**src/rtl/mp_alu_sequencer_if.sv**
```systemverilog
// mp_alu_sequencer_if: command, data-memory and ALU signals of the multi-byte sequencer.
// The slave modport is the sequencer's view; master is the surrounding control/memory/ALU.
// Optional feature: define MPSEQ_ABORT_EN to add the abort / aborted pair.
interface mp_alu_sequencer_if #(
  parameter int AW    = 8,
  parameter int LEN_W = 4
);
  logic             cmd_valid;
  logic             cmd_ready;
  logic [1:0]       cmd_op;
  logic [LEN_W-1:0] cmd_len;
  logic [AW-1:0]    cmd_addr_a;
  logic [AW-1:0]    cmd_addr_b;
  logic [AW-1:0]    cmd_addr_d;
  logic             busy;
  logic             done;
  logic             carry_out;
  logic [AW-1:0]    mem_addr;
  logic [7:0]       mem_rd_data;
  logic             mem_wr_en;
  logic [7:0]       mem_wr_data;
  logic [2:0]       alu_op;
  logic             alu_start;
  logic             alu_addrc;
  logic             alu_cin;
  logic             alu_ovin;
  logic [7:0]       alu_a;
  logic [7:0]       alu_b;
  logic [7:0]       alu_result;
  logic             alu_cout;
`ifdef MPSEQ_ABORT_EN
  logic             abort;
  logic             aborted;
`endif

  modport slave (
    input  cmd_valid, cmd_op, cmd_len, cmd_addr_a, cmd_addr_b, cmd_addr_d,
    input  mem_rd_data, alu_result, alu_cout,
`ifdef MPSEQ_ABORT_EN
    input  abort,
    output aborted,
`endif
    output cmd_ready, busy, done, carry_out,
    output mem_addr, mem_wr_en, mem_wr_data,
    output alu_op, alu_start, alu_addrc, alu_cin, alu_ovin, alu_a, alu_b
  );

  modport master (
    output cmd_valid, cmd_op, cmd_len, cmd_addr_a, cmd_addr_b, cmd_addr_d,
    output mem_rd_data, alu_result, alu_cout,
`ifdef MPSEQ_ABORT_EN
    output abort,
    input  aborted,
`endif
    input  cmd_ready, busy, done, carry_out,
    input  mem_addr, mem_wr_en, mem_wr_data,
    input  alu_op, alu_start, alu_addrc, alu_cin, alu_ovin, alu_a, alu_b
  );
endinterface

```
**src/rtl/mp_alu_sequencer.sv**
```systemverilog
// mp_alu_sequencer: walks a 1..15-byte operand through an 8-bit shift/add ALU,
// chaining carry / shifted-out bits between bytes and writing each result byte back.
// Per byte: RDA (issue A read) -> RDB (latch A, issue B read) -> EXEC (ALU) -> WR.
// Optional feature: define MPSEQ_ABORT_EN to add the abort input and aborted pulse.
module mp_alu_sequencer #(
  parameter int AW    = 8,
  parameter int LEN_W = 4
) (
  input logic               CLK,
  input logic               reset,
  mp_alu_sequencer_if.slave bus
);

  typedef enum logic [2:0] {
    ST_IDLE = 3'd0,
    ST_RDA  = 3'd1,
    ST_RDB  = 3'd2,
    ST_EXEC = 3'd3,
    ST_WR   = 3'd4,
    ST_DONE = 3'd5
  } state_t;

  localparam logic [1:0]       OP_ADD   = 2'b00;
  localparam logic [1:0]       OP_SHL   = 2'b01;
  localparam logic [1:0]       OP_SHR   = 2'b10;
  localparam logic [1:0]       OP_SRA   = 2'b11;
  localparam logic [LEN_W-1:0] LEN_ONE  = {{(LEN_W-1){1'b0}}, 1'b1};
  localparam logic [LEN_W-1:0] LEN_ZERO = {LEN_W{1'b0}};
  localparam logic [AW-1:0]    ADDR_ZERO = {AW{1'b0}};

  state_t           state_r;
  logic [1:0]       op_r;
  logic [LEN_W-1:0] len_r;
  logic [LEN_W-1:0] cnt_r;
  logic [AW-1:0]    base_a_r;
  logic [AW-1:0]    base_b_r;
  logic [AW-1:0]    base_d_r;
  logic [7:0]       a_reg_r;
  logic [7:0]       res_r;
  logic             carry_r;
  logic             cmd_ready_r;
  logic             busy_r;
  logic             done_r;
  logic             carry_out_r;
  logic             mem_wr_en_r;
  logic [AW-1:0]    mem_addr_r;

  logic [AW-1:0]    idx_s;
  logic [AW-1:0]    idx_next_s;
  logic [AW-1:0]    idx_start_s;
  logic             first_s;
  logic             last_s;
  logic             carry_next_s;
  logic             abort_s;

  // Byte offset for the cnt-th processed byte: right shifts walk MSB first.
  function automatic logic [AW-1:0] byte_offset(input logic [1:0]       op,
                                                input logic [LEN_W-1:0] len,
                                                input logic [LEN_W-1:0] cnt);
    logic [LEN_W-1:0] idx;
    if (op[1]) begin
      idx = len - cnt - LEN_ONE;
    end else begin
      idx = cnt;
    end
    return AW'(idx);
  endfunction

  assign idx_s       = byte_offset(op_r, len_r, cnt_r);
  assign idx_next_s  = byte_offset(op_r, len_r, cnt_r + LEN_ONE);
  assign idx_start_s = byte_offset(bus.cmd_op, bus.cmd_len, LEN_ZERO);
  assign first_s     = (cnt_r == LEN_ZERO);
  assign last_s      = (cnt_r == (len_r - LEN_ONE));

  // Carry into the next byte: ALU carry for ADD, the bit shifted out of a_reg for shifts.
  always_comb begin
    carry_next_s = 1'b0;
    case (op_r)
      OP_ADD:  carry_next_s = bus.alu_cout;
      OP_SHL:  carry_next_s = a_reg_r[7];
      OP_SHR:  carry_next_s = a_reg_r[0];
      OP_SRA:  carry_next_s = a_reg_r[0];
      default: carry_next_s = 1'b0;
    endcase
  end

  // ALU drive: combinational in EXEC because operand B arrives from memory that cycle.
  always_comb begin
    bus.alu_op    = 3'b000;
    bus.alu_start = 1'b0;
    bus.alu_addrc = 1'b0;
    bus.alu_cin   = 1'b0;
    bus.alu_ovin  = 1'b0;
    bus.alu_a     = 8'h00;
    bus.alu_b     = 8'h00;
    if (state_r == ST_EXEC) begin
      bus.alu_a = a_reg_r;
      case (op_r)
        OP_ADD: begin
          bus.alu_op = 3'b000;
          bus.alu_b  = bus.mem_rd_data;
          if (first_s) begin
            bus.alu_start = 1'b1;
          end else begin
            bus.alu_addrc = 1'b1;
            bus.alu_cin   = carry_r;
          end
        end
        OP_SHL: begin
          bus.alu_b = 8'h01;
          if (first_s) begin
            bus.alu_op = 3'b010;
          end else begin
            bus.alu_op   = 3'b011;
            bus.alu_ovin = carry_r;
          end
        end
        OP_SHR, OP_SRA: begin
          bus.alu_b = 8'h01;
          if (first_s) begin
            bus.alu_op = (op_r == OP_SHR) ? 3'b110 : 3'b100;
          end else begin
            bus.alu_op   = 3'b101;
            bus.alu_ovin = carry_r;
          end
        end
        default: bus.alu_op = 3'b000;
      endcase
    end else begin
      bus.alu_op = 3'b000;
    end
  end

  // Sequencer FSM with registered memory/handshake outputs.
  always_ff @(posedge CLK or posedge reset) begin
    if (reset) begin
      state_r     <= ST_IDLE;
      op_r        <= 2'b00;
      len_r       <= LEN_ZERO;
      cnt_r       <= LEN_ZERO;
      base_a_r    <= ADDR_ZERO;
      base_b_r    <= ADDR_ZERO;
      base_d_r    <= ADDR_ZERO;
      a_reg_r     <= 8'h00;
      res_r       <= 8'h00;
      carry_r     <= 1'b0;
      cmd_ready_r <= 1'b1;
      busy_r      <= 1'b0;
      done_r      <= 1'b0;
      carry_out_r <= 1'b0;
      mem_wr_en_r <= 1'b0;
      mem_addr_r  <= ADDR_ZERO;
    end else if (abort_s) begin
      // abandon the command; carry_out keeps the last completed result
      state_r     <= ST_IDLE;
      cmd_ready_r <= 1'b1;
      busy_r      <= 1'b0;
      done_r      <= 1'b0;
      mem_wr_en_r <= 1'b0;
      mem_addr_r  <= ADDR_ZERO;
      res_r       <= 8'h00;
    end else begin
      case (state_r)
        ST_IDLE: begin
          if (bus.cmd_valid) begin
            op_r        <= bus.cmd_op;
            len_r       <= bus.cmd_len;
            base_a_r    <= bus.cmd_addr_a;
            base_b_r    <= bus.cmd_addr_b;
            base_d_r    <= bus.cmd_addr_d;
            cnt_r       <= LEN_ZERO;
            carry_r     <= 1'b0;
            cmd_ready_r <= 1'b0;
            busy_r      <= 1'b1;
            if (bus.cmd_len == LEN_ZERO) begin
              state_r     <= ST_DONE;
              done_r      <= 1'b1;
              carry_out_r <= 1'b0;
            end else begin
              state_r    <= ST_RDA;
              mem_addr_r <= bus.cmd_addr_a + idx_start_s;
            end
          end
        end
        ST_RDA: begin
          state_r    <= ST_RDB;
          mem_addr_r <= base_b_r + idx_s;
        end
        ST_RDB: begin
          state_r    <= ST_EXEC;
          a_reg_r    <= bus.mem_rd_data;
          mem_addr_r <= ADDR_ZERO;
        end
        ST_EXEC: begin
          state_r     <= ST_WR;
          res_r       <= bus.alu_result;
          carry_r     <= carry_next_s;
          mem_wr_en_r <= 1'b1;
          mem_addr_r  <= base_d_r + idx_s;
        end
        ST_WR: begin
          mem_wr_en_r <= 1'b0;
          res_r       <= 8'h00;
          if (last_s) begin
            state_r     <= ST_DONE;
            done_r      <= 1'b1;
            carry_out_r <= carry_r;
            mem_addr_r  <= ADDR_ZERO;
          end else begin
            state_r    <= ST_RDA;
            cnt_r      <= cnt_r + LEN_ONE;
            mem_addr_r <= base_a_r + idx_next_s;
          end
        end
        ST_DONE: begin
          state_r     <= ST_IDLE;
          done_r      <= 1'b0;
          busy_r      <= 1'b0;
          cmd_ready_r <= 1'b1;
        end
        default: begin
          state_r     <= ST_IDLE;
          done_r      <= 1'b0;
          busy_r      <= 1'b0;
          cmd_ready_r <= 1'b1;
          mem_wr_en_r <= 1'b0;
          mem_addr_r  <= ADDR_ZERO;
        end
      endcase
    end
  end

  assign bus.cmd_ready   = cmd_ready_r;
  assign bus.busy        = busy_r;
  assign bus.carry_out   = carry_out_r;
  assign bus.mem_addr    = mem_addr_r;
  assign bus.mem_wr_data = res_r;

`ifdef MPSEQ_ABORT_EN
  logic aborted_r;

  assign abort_s = bus.abort && (state_r != ST_IDLE);

  // One-cycle pulse marking an abandoned command.
  always_ff @(posedge CLK or posedge reset) begin
    if (reset) begin
      aborted_r <= 1'b0;
    end else begin
      aborted_r <= abort_s;
    end
  end

  // An abort in WR or DONE must suppress the write / completion already on the wires.
  assign bus.aborted   = aborted_r;
  assign bus.mem_wr_en = mem_wr_en_r & ~abort_s;
  assign bus.done      = done_r & ~abort_s;
`else
  assign abort_s       = 1'b0;
  assign bus.mem_wr_en = mem_wr_en_r;
  assign bus.done      = done_r;
`endif

endmodule

```
**src/flat_wrapper.sv**
```systemverilog
// flat-port wrapper written by rule: the top's interface ports become plain ports
module mp_alu_sequencer_flat 
#(
  parameter int AW    = 8,
  parameter int LEN_W = 4
)
  (CLK, reset, bus_cmd_valid, bus_cmd_op, bus_cmd_len, bus_cmd_addr_a, bus_cmd_addr_b, bus_cmd_addr_d, bus_mem_rd_data, bus_alu_result, bus_alu_cout, bus_cmd_ready, bus_busy, bus_done, bus_carry_out, bus_mem_addr, bus_mem_wr_en, bus_mem_wr_data, bus_alu_op, bus_alu_start, bus_alu_addrc, bus_alu_cin, bus_alu_ovin, bus_alu_a, bus_alu_b);
  mp_alu_sequencer_if #(.AW(AW), .LEN_W(LEN_W)) bus_i ();
  input logic CLK;
  input logic reset;
  input wire logic [$bits(bus_i.cmd_valid)-1:0] bus_cmd_valid;
  input wire logic [$bits(bus_i.cmd_op)-1:0] bus_cmd_op;
  input wire logic [$bits(bus_i.cmd_len)-1:0] bus_cmd_len;
  input wire logic [$bits(bus_i.cmd_addr_a)-1:0] bus_cmd_addr_a;
  input wire logic [$bits(bus_i.cmd_addr_b)-1:0] bus_cmd_addr_b;
  input wire logic [$bits(bus_i.cmd_addr_d)-1:0] bus_cmd_addr_d;
  input wire logic [$bits(bus_i.mem_rd_data)-1:0] bus_mem_rd_data;
  input wire logic [$bits(bus_i.alu_result)-1:0] bus_alu_result;
  input wire logic [$bits(bus_i.alu_cout)-1:0] bus_alu_cout;
  output wire logic [$bits(bus_i.cmd_ready)-1:0] bus_cmd_ready;
  output wire logic [$bits(bus_i.busy)-1:0] bus_busy;
  output wire logic [$bits(bus_i.done)-1:0] bus_done;
  output wire logic [$bits(bus_i.carry_out)-1:0] bus_carry_out;
  output wire logic [$bits(bus_i.mem_addr)-1:0] bus_mem_addr;
  output wire logic [$bits(bus_i.mem_wr_en)-1:0] bus_mem_wr_en;
  output wire logic [$bits(bus_i.mem_wr_data)-1:0] bus_mem_wr_data;
  output wire logic [$bits(bus_i.alu_op)-1:0] bus_alu_op;
  output wire logic [$bits(bus_i.alu_start)-1:0] bus_alu_start;
  output wire logic [$bits(bus_i.alu_addrc)-1:0] bus_alu_addrc;
  output wire logic [$bits(bus_i.alu_cin)-1:0] bus_alu_cin;
  output wire logic [$bits(bus_i.alu_ovin)-1:0] bus_alu_ovin;
  output wire logic [$bits(bus_i.alu_a)-1:0] bus_alu_a;
  output wire logic [$bits(bus_i.alu_b)-1:0] bus_alu_b;
  assign bus_i.cmd_valid = bus_cmd_valid;
  assign bus_i.cmd_op = bus_cmd_op;
  assign bus_i.cmd_len = bus_cmd_len;
  assign bus_i.cmd_addr_a = bus_cmd_addr_a;
  assign bus_i.cmd_addr_b = bus_cmd_addr_b;
  assign bus_i.cmd_addr_d = bus_cmd_addr_d;
  assign bus_i.mem_rd_data = bus_mem_rd_data;
  assign bus_i.alu_result = bus_alu_result;
  assign bus_i.alu_cout = bus_alu_cout;
  assign bus_cmd_ready = bus_i.cmd_ready;
  assign bus_busy = bus_i.busy;
  assign bus_done = bus_i.done;
  assign bus_carry_out = bus_i.carry_out;
  assign bus_mem_addr = bus_i.mem_addr;
  assign bus_mem_wr_en = bus_i.mem_wr_en;
  assign bus_mem_wr_data = bus_i.mem_wr_data;
  assign bus_alu_op = bus_i.alu_op;
  assign bus_alu_start = bus_i.alu_start;
  assign bus_alu_addrc = bus_i.alu_addrc;
  assign bus_alu_cin = bus_i.alu_cin;
  assign bus_alu_ovin = bus_i.alu_ovin;
  assign bus_alu_a = bus_i.alu_a;
  assign bus_alu_b = bus_i.alu_b;
  mp_alu_sequencer #(.AW(AW), .LEN_W(LEN_W)) u_core (.CLK(CLK), .reset(reset), .bus(bus_i));
endmodule
```
**config.mk**
```make
export PLATFORM = sky130hd
export DESIGN_NAME = mp_alu_sequencer_flat
export DESIGN_NICKNAME = d
export VERILOG_FILES = /design/src/rtl/mp_alu_sequencer_if.sv /design/src/rtl/mp_alu_sequencer.sv /design/src/flat_wrapper.sv
export SDC_FILE = /design/constraint.sdc
export NUM_CORES = 1
export LEC_CHECK = 0
export CORE_ASPECT_RATIO = 0.5
export CORE_MARGIN = 1
export CORE_UTILIZATION = 40
export DETAILED_ROUTE_END_ITERATION = 16
export GPL_ROUTABILITY_DRIVEN = 0
export PLACE_DENSITY = 0.78
export SLEW_MARGIN = 25
export SYNTH_ARGS = -nofsm -noshare
export SYNTH_HDL_FRONTEND = slang
export SYNTH_SLANG_ARGS = --single-unit
```
**constraint.sdc**
```tcl
create_clock -name CLK -period 2.9 [get_ports CLK]
set_input_delay 0.725 -clock CLK [delete_from_list [all_inputs] [get_ports CLK]]
set_output_delay 0.725 -clock CLK [all_outputs]
set_load 0.1 [all_outputs]
```
==> flow_summary.toml <==
[run_status]
status = "finished with violations"
violations = "setup timing"

[route]
viasPerCell = 5.227
first_pass_iters = 5
drc = 0
ant_nets = 0
wl_per_cell_um = 16.28
drt_iter0_markers = 213
num_vias = 3884
wirelength_um = 12100

[clock_tree]
cts_tree = "built"
cts_root_buf = "clkbuf_16"
clk_pin_slew_ns = 0.06
cts.sinks = 67
cts_buffer_depth = 2
clock_latency_ns = 0.33
htree_levels = 3
cts_buffers = 9

[worst_setup_path]
critical_path_class = "flop to flop"
crit_fanout = 4
crit_required_ns = 3.11
worstSetupStartpointType = "flop"
cp_data_arrival_time_ns = 3.40
endpoint_kind = "flop"

[finish]
seq_area_um2 = 1678
utilization = 0.6321
fillers = 780
nNetsFinal = 681
multi_input_area_um2 = 2475
antenna_cells = 0
most-common-layout-cells = "116 x nand2_1, 70 x buf_4, 66 x dfrtp_1"
drive_gt1_frac = 0.2319
layout_commonest_cell = "nand2_1"
syn2layout_area_growth_pct = 47.95
design_area_um2 = 6188

[floorplanning]
dieWidth_um = 146.6
row_count = 25
die-area_um2 = 10900
ioPinCount = 94
die_y_um = 74.31
start_util = 0.4272
coreArea_um2 = 9791

[global_route]
overflow = 0
grt_pass1_wl_um = 18800
grt_antenna_before_repair = 0
grt_pass1_vias = 3816
grt_max_degree = 68
grt_usage = 0.2243

[synth]
ys_seq_area_frac = 0.4011
synth-warning-count = 0
syn_area_per_cell_um2 = 8.843
synth_largest_area_cell = "dfrtp_1"
syn-cell-area_um2 = 4183
synthCells = 473
synthArstFlopShare = 1.000
ys_types = 46
syn_nets = 551
synthFlopType = "dfrtp_1"
synth_edf_count = 0
synth_top_area_share = 0.3949
synth_area_leaders = "dfrtp_1 39%, nand2_1 10%, ha_1 6.9%"
ys_ff_latch = 67

[sta]
final_max_slew_viol_count = 0
fin_crit_sh = 1.100
hold_viol = 0
slew_headroom = 0.5329
fin_skew_ns = 0.006009
clock.fmax_mhz = 313.4
rsz0062_at_grt = "yes"
setup_viol = 5
worst_slew_pin_slew_ns = 0.6992
setup_slack_ns = -0.2903
fin_crit_ns = 3.190

[place]
io_buffer_count = 93
dp_hpwl_um = 8570
placed_area_um2 = 5769
place_ws_ns = -0.5263

[job]
maxCapViolCount = 0

[min_path]
worstHoldPathType = "flop to flop"
==> worst max-delay path, stage by stage (launching register included) <==
cell and delay [ns]:
dfrtp_1 0.43, buf_4 0.18, ha_1 0.23, fa_1 0.50
nand2_1 0.06, o21ai_1 0.20, ha_1 0.32, a211oi_2 0.28
nor2_2 0.10, o2111ai_2 0.18, xor2_1 0.18, o32ai_1 0.11
a221o_1 0.31
==> registers in the layout, indices dropped and copies added (netlist names), 2 cells and up <==
signal / count
u_core.len_r: 4
u_core.bus.mem_addr: 8
u_core.state_r: 3
u_core.bus.mem_wr_data: 8
u_core.base_b_r: 8
u_core.a_reg_r: 8
u_core.base_d_r: 8
u_core.cnt_r: 4
u_core.base_a_r: 8
u_core.op_r: 2
==> final cells by class <==
type                    count  share of cell area
flip-flops and latches     67              0.2711
multi-input cells         367              0.3999
well taps                 135             0.02729
clock buffers              11             0.03761
inverters                  15            0.009503
repair buffers            143              0.2418
clock inverters             5             0.01274
==> through the flow <==
step | TNS, ns | hold WS (ns) | instances
finish | -1.030 | 0.4706 | 743
global route | -1.490 | 0.5032 | 743
CTS | -0.9257 | 0.4764 | 743
detailed placement | -1.801 | 0.4633 | 726
global placement | -1.066 | 0.4600 | 726
floorplan | -0.5341 | 0.4450 | 473
==> logic make-up (layout without fill, tap and decap cells) <==
logic type                 count (synthesis)  in the layout  synth area share
and+or+nand+nor                          203            203            0.2181
AOI/OAI and AO/OA                         88             88            0.1376
DFF                                       67             67            0.4011
buffers and inverters                     39            174           0.04098
xor gates and xnor gates                  32             32           0.06880
adders and majority gates                 28             28           0.09273
muxes                                     16             16           0.04068
==> repair_timing <==
item | 4_1_cts | 5_1_grt
hold endpoints to repair | 0 | 0
setup buffers | 1 | 0
resized for setup | 5 | 17
hold buffers | 0 | 0
pin swaps | 13 | 9
setup endpoints to repair | 6 | 6
==> path summary, 6_finish.rpt <==
kind	slack, ns	endpoint	depth (start not counted)	from
max	-0.29	u_core.bus.mem_addr[7]$_DFFE_PP0P_	12	u_core.cnt_r[0]$_DFFE_PP0P_
min	0.47	u_core.base_d_r[2]$_DFFE_PP0P_	2	u_core.base_d_r[2]$_DFFE_PP0P_
max reg2reg	-0.29	u_core.bus.mem_addr[7]$_DFFE_PP0P_	12	u_core.cnt_r[0]$_DFFE_PP0P_
min reg2reg	0.47	u_core.base_d_r[2]$_DFFE_PP0P_	2	u_core.base_d_r[2]$_DFFE_PP0P_
max in group asynchronous	1.80	u_core.bus.cmd_ready$_DFFE_PP1P_	3	reset
min in group asynchronous	0.79	u_core.bus.mem_wr_data[4]$_DFFE_PP0P_	3	reset
==> cell usage after synthesis, types with 3 or more instances <==
library cell / count
inv_1: 15
a21o_1: 8
xor2_1: 19
a21oi_1: 20
and2_1: 15
nand2_1: 116
nand3_1: 8
o22ai_1: 10
mux2i_1: 8
dfrtp_1: 66
fa_1: 5
a221o_1: 3
ha_1: 23
a22oi_1: 5
nor2_1: 25
o21ai_0: 13
nor3_1: 12
and3_1: 11
nor2b_1: 6
a211oi_1: 5
o21ai_1: 11
mux2_1: 8
clkbuf_1: 12
xnor2_1: 12
buf_2: 8
==> layer usage <==
metal,global-route usage,up-vias,wire length (um),part of all wire
met5,0,-,0,0
met4,0.06250,0,246,0.020
met3,0.05215,27,900,0.074
met2,0.3918,163,5681,0.47
met1,0.2848,1825,5267,0.44
li1,-,1869,-,-
Power is left out: the tool's default activity adds up to more than one toggle a clock period on the data nets, which glitch-free logic cannot reach.
